[src/rtl/bin_pixel_pack_if.sv]
// rtl/bin_pixel_pack_if.sv - capture request, camera pixel stream and SDRAM write port bundle
interface bin_pixel_pack_if #(
    parameter int PACK_W = 16,
    parameter int WCNT_W = 15
);
    logic              iCapture_Req;
    logic              iFVAL;
    logic              iPix;
    logic              iPix_Val;
    logic [PACK_W-1:0] oWr_Data;
    logic              oWr_En;
    logic [WCNT_W-1:0] oWord_Cnt;
    logic              oBusy;
    logic              oDone;
    logic              oOverrun;

    modport master (
        output iCapture_Req, iFVAL, iPix, iPix_Val,
        input  oWr_Data, oWr_En, oWord_Cnt, oBusy, oDone, oOverrun
    );

    modport slave (
        input  iCapture_Req, iFVAL, iPix, iPix_Val,
        output oWr_Data, oWr_En, oWord_Cnt, oBusy, oDone, oOverrun
    );
endinterface

[src/rtl/bin_pixel_pack_ctrl.sv]
// rtl/bin_pixel_pack_ctrl.sv - single-frame capture of 1-bit pixels packed into SDRAM write words
module bin_pixel_pack_ctrl #(
    parameter int PACK_W    = 16,
    parameter int FRAME_PIX = 307200,
    parameter int WCNT_W    = 15
) (
    input logic               CCD_PIXCLK,
    input logic               DLY_RST_1,
    bin_pixel_pack_if.slave   bus
);
    localparam int                BC_W   = $clog2(PACK_W);
    localparam logic [BC_W-1:0]   BC_MAX = BC_W'(PACK_W - 1);
    localparam logic [WCNT_W-1:0] LIMIT  = WCNT_W'(FRAME_PIX / PACK_W);

    typedef enum logic [2:0] {
        S_IDLE,
        S_WAIT_SOF,
        S_CAPTURE,
        S_FLUSH,
        S_DONE
    } state_t;

    state_t            r_state;
    state_t            w_state_nxt;
    logic              r_req_s1;
    logic              r_req_s2;
    logic              r_fval_d;
    logic [BC_W-1:0]   r_bit_cnt;
    logic [PACK_W-1:0] r_word;
    logic [PACK_W-1:0] r_wr_data;
    logic              r_wr_en;
    logic [WCNT_W-1:0] r_word_cnt;
    logic              r_overrun;

    logic              w_req_s;
    logic              w_fval_rise;
    logic              w_fval_fall;
    logic              w_pix_in;
    logic              w_pix_acc;
    logic              w_pix_drop;
    logic              w_word_done;
    logic              w_flush;
    logic [PACK_W-1:0] w_word_next;

    assign w_req_s     = r_req_s2;
    assign w_fval_rise = bus.iFVAL & ~r_fval_d;
    assign w_fval_fall = ~bus.iFVAL & r_fval_d;

    // The rise cycle already carries the first pixel of the frame.
    assign w_pix_in    = w_req_s && bus.iPix_Val && bus.iFVAL &&
                         ((r_state == S_CAPTURE) || (r_state == S_WAIT_SOF && w_fval_rise));
    assign w_pix_acc   = w_pix_in && (r_word_cnt != LIMIT);
    assign w_pix_drop  = w_pix_in && (r_word_cnt == LIMIT);
    assign w_word_done = w_pix_acc && (r_bit_cnt == BC_MAX);
    assign w_flush     = (r_state == S_FLUSH) && w_req_s;

    always_comb begin
        w_word_next            = r_word;
        w_word_next[r_bit_cnt] = bus.iPix;
    end

    always_ff @(posedge CCD_PIXCLK or negedge DLY_RST_1) begin
        if (!DLY_RST_1) begin
            r_state  <= S_IDLE;
            r_req_s1 <= 1'b0;
            r_req_s2 <= 1'b0;
            r_fval_d <= 1'b0;
        end else begin
            r_state  <= w_state_nxt;
            r_req_s1 <= bus.iCapture_Req;
            r_req_s2 <= r_req_s1;
            r_fval_d <= bus.iFVAL;
        end
    end

    always_comb begin
        w_state_nxt = r_state;
        case (r_state)
            S_IDLE:     if (w_req_s) w_state_nxt = S_WAIT_SOF;
            S_WAIT_SOF: begin
                if (!w_req_s)         w_state_nxt = S_IDLE;
                else if (w_fval_rise) w_state_nxt = S_CAPTURE;
            end
            S_CAPTURE: begin
                if (!w_req_s)         w_state_nxt = S_IDLE;
                else if (w_fval_fall) w_state_nxt = S_FLUSH;
            end
            S_FLUSH:    w_state_nxt = w_req_s ? S_DONE : S_IDLE;
            S_DONE:     if (!w_req_s) w_state_nxt = S_IDLE;
            default:    w_state_nxt = S_IDLE;
        endcase
    end

    always_ff @(posedge CCD_PIXCLK or negedge DLY_RST_1) begin
        if (!DLY_RST_1) begin
            r_bit_cnt  <= '0;
            r_word     <= '0;
            r_wr_data  <= '0;
            r_wr_en    <= 1'b0;
            r_word_cnt <= '0;
            r_overrun  <= 1'b0;
        end else begin
            r_wr_en <= 1'b0;
            if (r_state == S_IDLE && w_req_s) begin
                r_bit_cnt  <= '0;
                r_word     <= '0;
                r_word_cnt <= '0;
                r_overrun  <= 1'b0;
            end
            if (w_pix_acc) begin
                r_bit_cnt <= r_bit_cnt + 1'b1;
                if (w_word_done) begin
                    r_word     <= '0;
                    r_wr_data  <= w_word_next;
                    r_wr_en    <= 1'b1;
                    r_word_cnt <= r_word_cnt + 1'b1;
                end else begin
                    r_word <= w_word_next;
                end
            end
            if (w_pix_drop)
                r_overrun <= 1'b1;
            // Any leftover bits or a missing full word means the frame was not FRAME_PIX long.
            if (w_flush) begin
                if (r_bit_cnt != '0) begin
                    r_wr_data  <= r_word;
                    r_wr_en    <= 1'b1;
                    r_word_cnt <= r_word_cnt + 1'b1;
                    r_overrun  <= 1'b1;
                    r_bit_cnt  <= '0;
                    r_word     <= '0;
                end
                if (r_word_cnt != LIMIT)
                    r_overrun <= 1'b1;
            end
        end
    end

    assign bus.oWr_Data  = r_wr_data;
    assign bus.oWr_En    = r_wr_en;
    assign bus.oWord_Cnt = r_word_cnt;
    assign bus.oOverrun  = r_overrun;
    assign bus.oBusy     = (r_state == S_WAIT_SOF) || (r_state == S_CAPTURE) || (r_state == S_FLUSH);
    assign bus.oDone     = (r_state == S_DONE);
endmodule
[src/flat_wrapper.sv]
// flat-port wrapper written by rule: the top's interface ports become plain ports
module bin_pixel_pack_ctrl_flat 
#(
    parameter int PACK_W    = 16,
    parameter int FRAME_PIX = 307200,
    parameter int WCNT_W    = 15
)
  (CCD_PIXCLK, DLY_RST_1, bus_iCapture_Req, bus_iFVAL, bus_iPix, bus_iPix_Val, bus_oWr_Data, bus_oWr_En, bus_oWord_Cnt, bus_oBusy, bus_oDone, bus_oOverrun);
  bin_pixel_pack_if #(.PACK_W(PACK_W), .WCNT_W(WCNT_W)) bus_i ();
  input logic CCD_PIXCLK;
  input logic DLY_RST_1;
  input wire logic [$bits(bus_i.iCapture_Req)-1:0] bus_iCapture_Req;
  input wire logic [$bits(bus_i.iFVAL)-1:0] bus_iFVAL;
  input wire logic [$bits(bus_i.iPix)-1:0] bus_iPix;
  input wire logic [$bits(bus_i.iPix_Val)-1:0] bus_iPix_Val;
  output wire logic [$bits(bus_i.oWr_Data)-1:0] bus_oWr_Data;
  output wire logic [$bits(bus_i.oWr_En)-1:0] bus_oWr_En;
  output wire logic [$bits(bus_i.oWord_Cnt)-1:0] bus_oWord_Cnt;
  output wire logic [$bits(bus_i.oBusy)-1:0] bus_oBusy;
  output wire logic [$bits(bus_i.oDone)-1:0] bus_oDone;
  output wire logic [$bits(bus_i.oOverrun)-1:0] bus_oOverrun;
  assign bus_i.iCapture_Req = bus_iCapture_Req;
  assign bus_i.iFVAL = bus_iFVAL;
  assign bus_i.iPix = bus_iPix;
  assign bus_i.iPix_Val = bus_iPix_Val;
  assign bus_oWr_Data = bus_i.oWr_Data;
  assign bus_oWr_En = bus_i.oWr_En;
  assign bus_oWord_Cnt = bus_i.oWord_Cnt;
  assign bus_oBusy = bus_i.oBusy;
  assign bus_oDone = bus_i.oDone;
  assign bus_oOverrun = bus_i.oOverrun;
  bin_pixel_pack_ctrl #(.PACK_W(PACK_W), .FRAME_PIX(FRAME_PIX), .WCNT_W(WCNT_W)) u_core (.CCD_PIXCLK(CCD_PIXCLK), .DLY_RST_1(DLY_RST_1), .bus(bus_i));
endmodule
[config.mk]
export PLATFORM = sky130hd
export DESIGN_NAME = bin_pixel_pack_ctrl_flat
export DESIGN_NICKNAME = d
export VERILOG_FILES = /design/src/rtl/bin_pixel_pack_if.sv /design/src/rtl/bin_pixel_pack_ctrl.sv /design/src/flat_wrapper.sv
export SDC_FILE = /design/constraint.sdc
export NUM_CORES = 1
export LEC_CHECK = 0
export BUFFER_PORTS_ARGS = -buffer_cell sky130_fd_sc_hd__buf_2
export CAP_MARGIN = 30
export CORE_MARGIN = 2
export CORE_UTILIZATION = 55
export DETAILED_ROUTE_END_ITERATION = 10
export HOLD_SLACK_MARGIN = 0.05
export PLACE_DENSITY = 0.75
export SLEW_MARGIN = 15
export SYNTH_ARGS = -nofsm -noshare
export SYNTH_HDL_FRONTEND = slang
export SYNTH_SLANG_ARGS = --single-unit
export TNS_END_PERCENT = 30
[constraint.sdc]
create_clock -name CCD_PIXCLK -period 3.6 [get_ports CCD_PIXCLK]
set_input_delay 0.36 -clock CCD_PIXCLK [delete_from_list [all_inputs] [get_ports CCD_PIXCLK]]
set_output_delay 0.36 -clock CCD_PIXCLK [all_outputs]
set_load 0.005 [all_outputs]
==> results.md <==
* Run status: completed
* Maximum resistive drop on vdd at 326 µV
* Max clock buf depth at 2
* Pre-Repair DR Iteration Count at 4
* Startpoint-to-endpoint class of the critical path: flop to flop
* Beginning of the worst register-to-register path: u_core.r_bit_cnt[1]
* Cell count after synthesis at 331
* Final worst path period share at 72.0%
* Final Total Pwr at 1.33 mW
* Clock transition time at the flip-flop clock pins of the worst setup and hold paths at 0.06 ns
* Proportion of netlist area held by the largest area contributor at 47.8%
* Antenna violations before repair at 0
* Flip-flop and latch count after synthesis at 59
* Global-route congestion overflow total at 0
* Number of hold-repair buffers added at the cts stage at 0
* Final Hold Vio Count at 0
* Antenna diode count at 0
* Pre-CTS setup slack at 1.03 ns
* Number of remaining DRC errors at 0
* TritonCTS clock tree: built
* I/O pin cnt at 41
* Number of buffers inserted by port buffering at 40
* Max Clock Freq at 386 MHz
* Post-Route WL at 6570 µm
* Core region area at 0.00547 mm²
* Endpoint class of the critical path: flop
* Antenna violation net count after detailed routing at 0
* YS warnings at 0
* Hpwl dp at 4370 µm
* GRT Total Usage at 23.0%
* Dominant cell type by area after synthesis: sky130_fd_sc_hd__dfrtp_1
* Global placement routability congestion at 0.779
* Initial Utilization at 56.5%
* Die H at 79.0 µm
* Critical Path Start: u_core.r_bit_cnt[1]
* Pins over their slew limit at 0
* Power density of the placed cells at 387 mW/mm²
* Total number of nets in the final design at 375
* Via count at 2,552
* Share of async-settable or async-resettable flops after synthesis at 100%
* Number of global-route vias before repair at 2,349
* Proportion of layout cells with a drive suffix above 1 at 19.9%
* Average vias per placed instance at 5.83
* Synth cell count leaders: sky130_fd_sc_hd__nand2_1, sky130_fd_sc_hd__dfrtp_1, sky130_fd_sc_hd__a21oi_1, sky130_fd_sc_hd__o21ai_0, sky130_fd_sc_hd__nand3_1
* Cells taking the most area after synthesis: sky130_fd_sc_hd__dfrtp_1, sky130_fd_sc_hd__nand2_1, sky130_fd_sc_hd__a21oi_1, sky130_fd_sc_hd__nand4_1, sky130_fd_sc_hd__o21ai_0
* First-pass GRT wire length at 11,300 µm
* Clock buffer count from CTS at 9
* Average cell area after synthesis at 9.34 µm²
* Largest fanout on the critical path at 32
* Setup repair after global routing missed its margin: no
* Slack of the critical path at 1.01 ns
* Number of violations of the max-capacitance limit at 0
* Top flip-flop cell by instance count after synthesis: sky130_fd_sc_hd__dfrtp_1
* Summed negative setup slack over all endpoints at 0 ns
* CP max stage delay at 0.42 ns
* Count leader, synth: sky130_fd_sc_hd__nand2_1
* Number of library cell types mapped by synthesis at 54
* Cell leakage power at 1.70 nW
* Number of cells upsized or downsized after cts at 0
* Sort of element at the start of the critical path: flop
* Crit path time final at 2.59 ns
* Fin Clk Skew at 0.00681 ns
* Data arrival time at the worst-slack endpoint at 2.79 ns
* Slowest stage cell on the critical path: sky130_fd_sc_hd__dfrtp_1
* Core Util, Final at 62.9%
* Worst Tran Pin Value at 0.780 ns
* # fillers at 508
* Worst hold path class: primary input to async pin
* Area of the multi-input gates at 0.00144 mm²
* P&R area growth vs syn at 11.3%
* Pin count of the biggest net entering global routing at 37
* Clk root buf: sky130_fd_sc_hd__clkbuf_8
* Post-CTS setup buffer count at 0
* Detail-routed net length per standard cell at 15.0 µm
* Proportion of synthesized chip area in sequential cells at 47.8%
* Post-Synthesis Cell Area at 0.00309 mm²
* Number of sinks on the clock net at 59
* Placement row count at 27
* Skew-Pair Late Insertion Delay at 0.34 ns
* Req. time, crit path at 3.80 ns
* Number of enable flip-flop cells after synthesis at 0
* Final setup violation count at 0
* Total Die Area at 0.00624 mm²
* Storage cell area at 0.00148 mm²
* Worst max-slew margin expressed relative to the limit at 48.0%
* Post-Syn Nets at 343
* H-Tree Depth at 3
* Crit-path cells: inv_1 > ha_1 > nor3b_2 > nand2b_1 > o21a_4 > inv_2 > a41oi_1 > a31oi_1
* Die boundary width at 79.0 µm
* Starting DRC count in detailed routing at 144
## per-layer routing
metal / up-vias / global-route usage, % / wire, µm
met1: 1242 / 32.5 / 3150
met2: 68 / 34.5 / 3060
met4: 0 / 11.6 / 115
met5: - / 0 / 0
li1: 1232 / - / -
met3: 10 / 3.75 / 249
## layout make-up
cell class | instances | area share (%)
Clock buffer | 11 | 4.11
Clock inverter | 3 | 1.16
Inverter | 13 | 1.42
Multi-Input combinational cell | 239 | 41.8
Sequential cell | 59 | 42.9
Tap cell | 72 | 2.62
Timing Repair Buffer | 41 | 6.03
## per-stage QoR
| stage | hold slack [ns] | instance area (µm²) | instances |
|---|---|---|---|
| finish | 0.102 | 3440 | 438 |
| global placement | 0.337 | 3260 | 424 |
| global route | 0.119 | 3440 | 438 |
| detailed placement | 0.336 | 3260 | 424 |
| floorplan | 0.0644 | 3090 | 331 |
| CTS | 0.113 | 3440 | 438 |
## sequential cells by signal, indices dropped and copies added (netlist names)
register / count
u_core.r_req_s2: 1
u_core.bus.oOverrun: 1
u_core.r_state: 3
u_core.r_req_s1: 1
u_core.bus.oWr_Data: 16
u_core.r_word: 16
u_core.r_fval_d: 1
u_core.bus.oWord_Cnt: 15
u_core.bus.oWr_En: 1
u_core.r_bit_cnt: 4
## cell families after synthesis
family | share of synthesized area [%]
xor+xnor | 0.567
buf+inv | 5.75
compound gates | 14.4
fa+ha+maj | 2.43
simple gates | 28.5
flops | 47.8
mux | 0.688
## worst max-delay path: cells and delay by family, from the launching register on
family                   cells  cell delay [ns]
AO/OA/AOI/OAI                3             0.67
adder cells (fa/ha/maj)      1             0.31
buffers and inverters        2             0.38
flip-flops                   1             0.42
AND/OR/NAND/NOR              2             0.67
## cell usage in the layout, fill, tap and decap left out, drive strengths merged, types with 2 or more instances in the layout
cell type	instances
nand2	67
dfrtp	59
buf	41
a21oi	26
o21ai	23
nand3	18
nand4	16
nor2	13
inv	13
clkbuf	11
a31oi	10
and3	10
ha	6
or3	5
nand2b	5
a211o	4
nor3	4
nor4	4
o211ai	4
and2	3
nor2b	2
clkinv	2
and4bb	2
and4b	2
o21a	2
o31ai	2
## power breakdown
part           leakage [nW]  internal (mW)  switching (mW)
Sequential            0.810          0.672          0.0106
Clock                0.0950          0.328           0.245
Combinational         0.791         0.0241          0.0529
## final timing paths
path	cells past startpoint	slack, ns	to
setup / recovery	8	1.01	u_core.bus.oWord_Cnt[12]
hold / removal	1	0.10	u_core.bus.oWord_Cnt[5]
setup reg to reg	8	1.01	u_core.bus.oWord_Cnt[12]
hold reg to reg	0	0.35	u_core.r_req_s2
max in group asynchronous	2	2.68	u_core.r_bit_cnt[2]
min in group CCD_PIXCLK	1	0.13	u_core.r_req_s1
No activity file was read; power rests on OpenSTA's default activity.
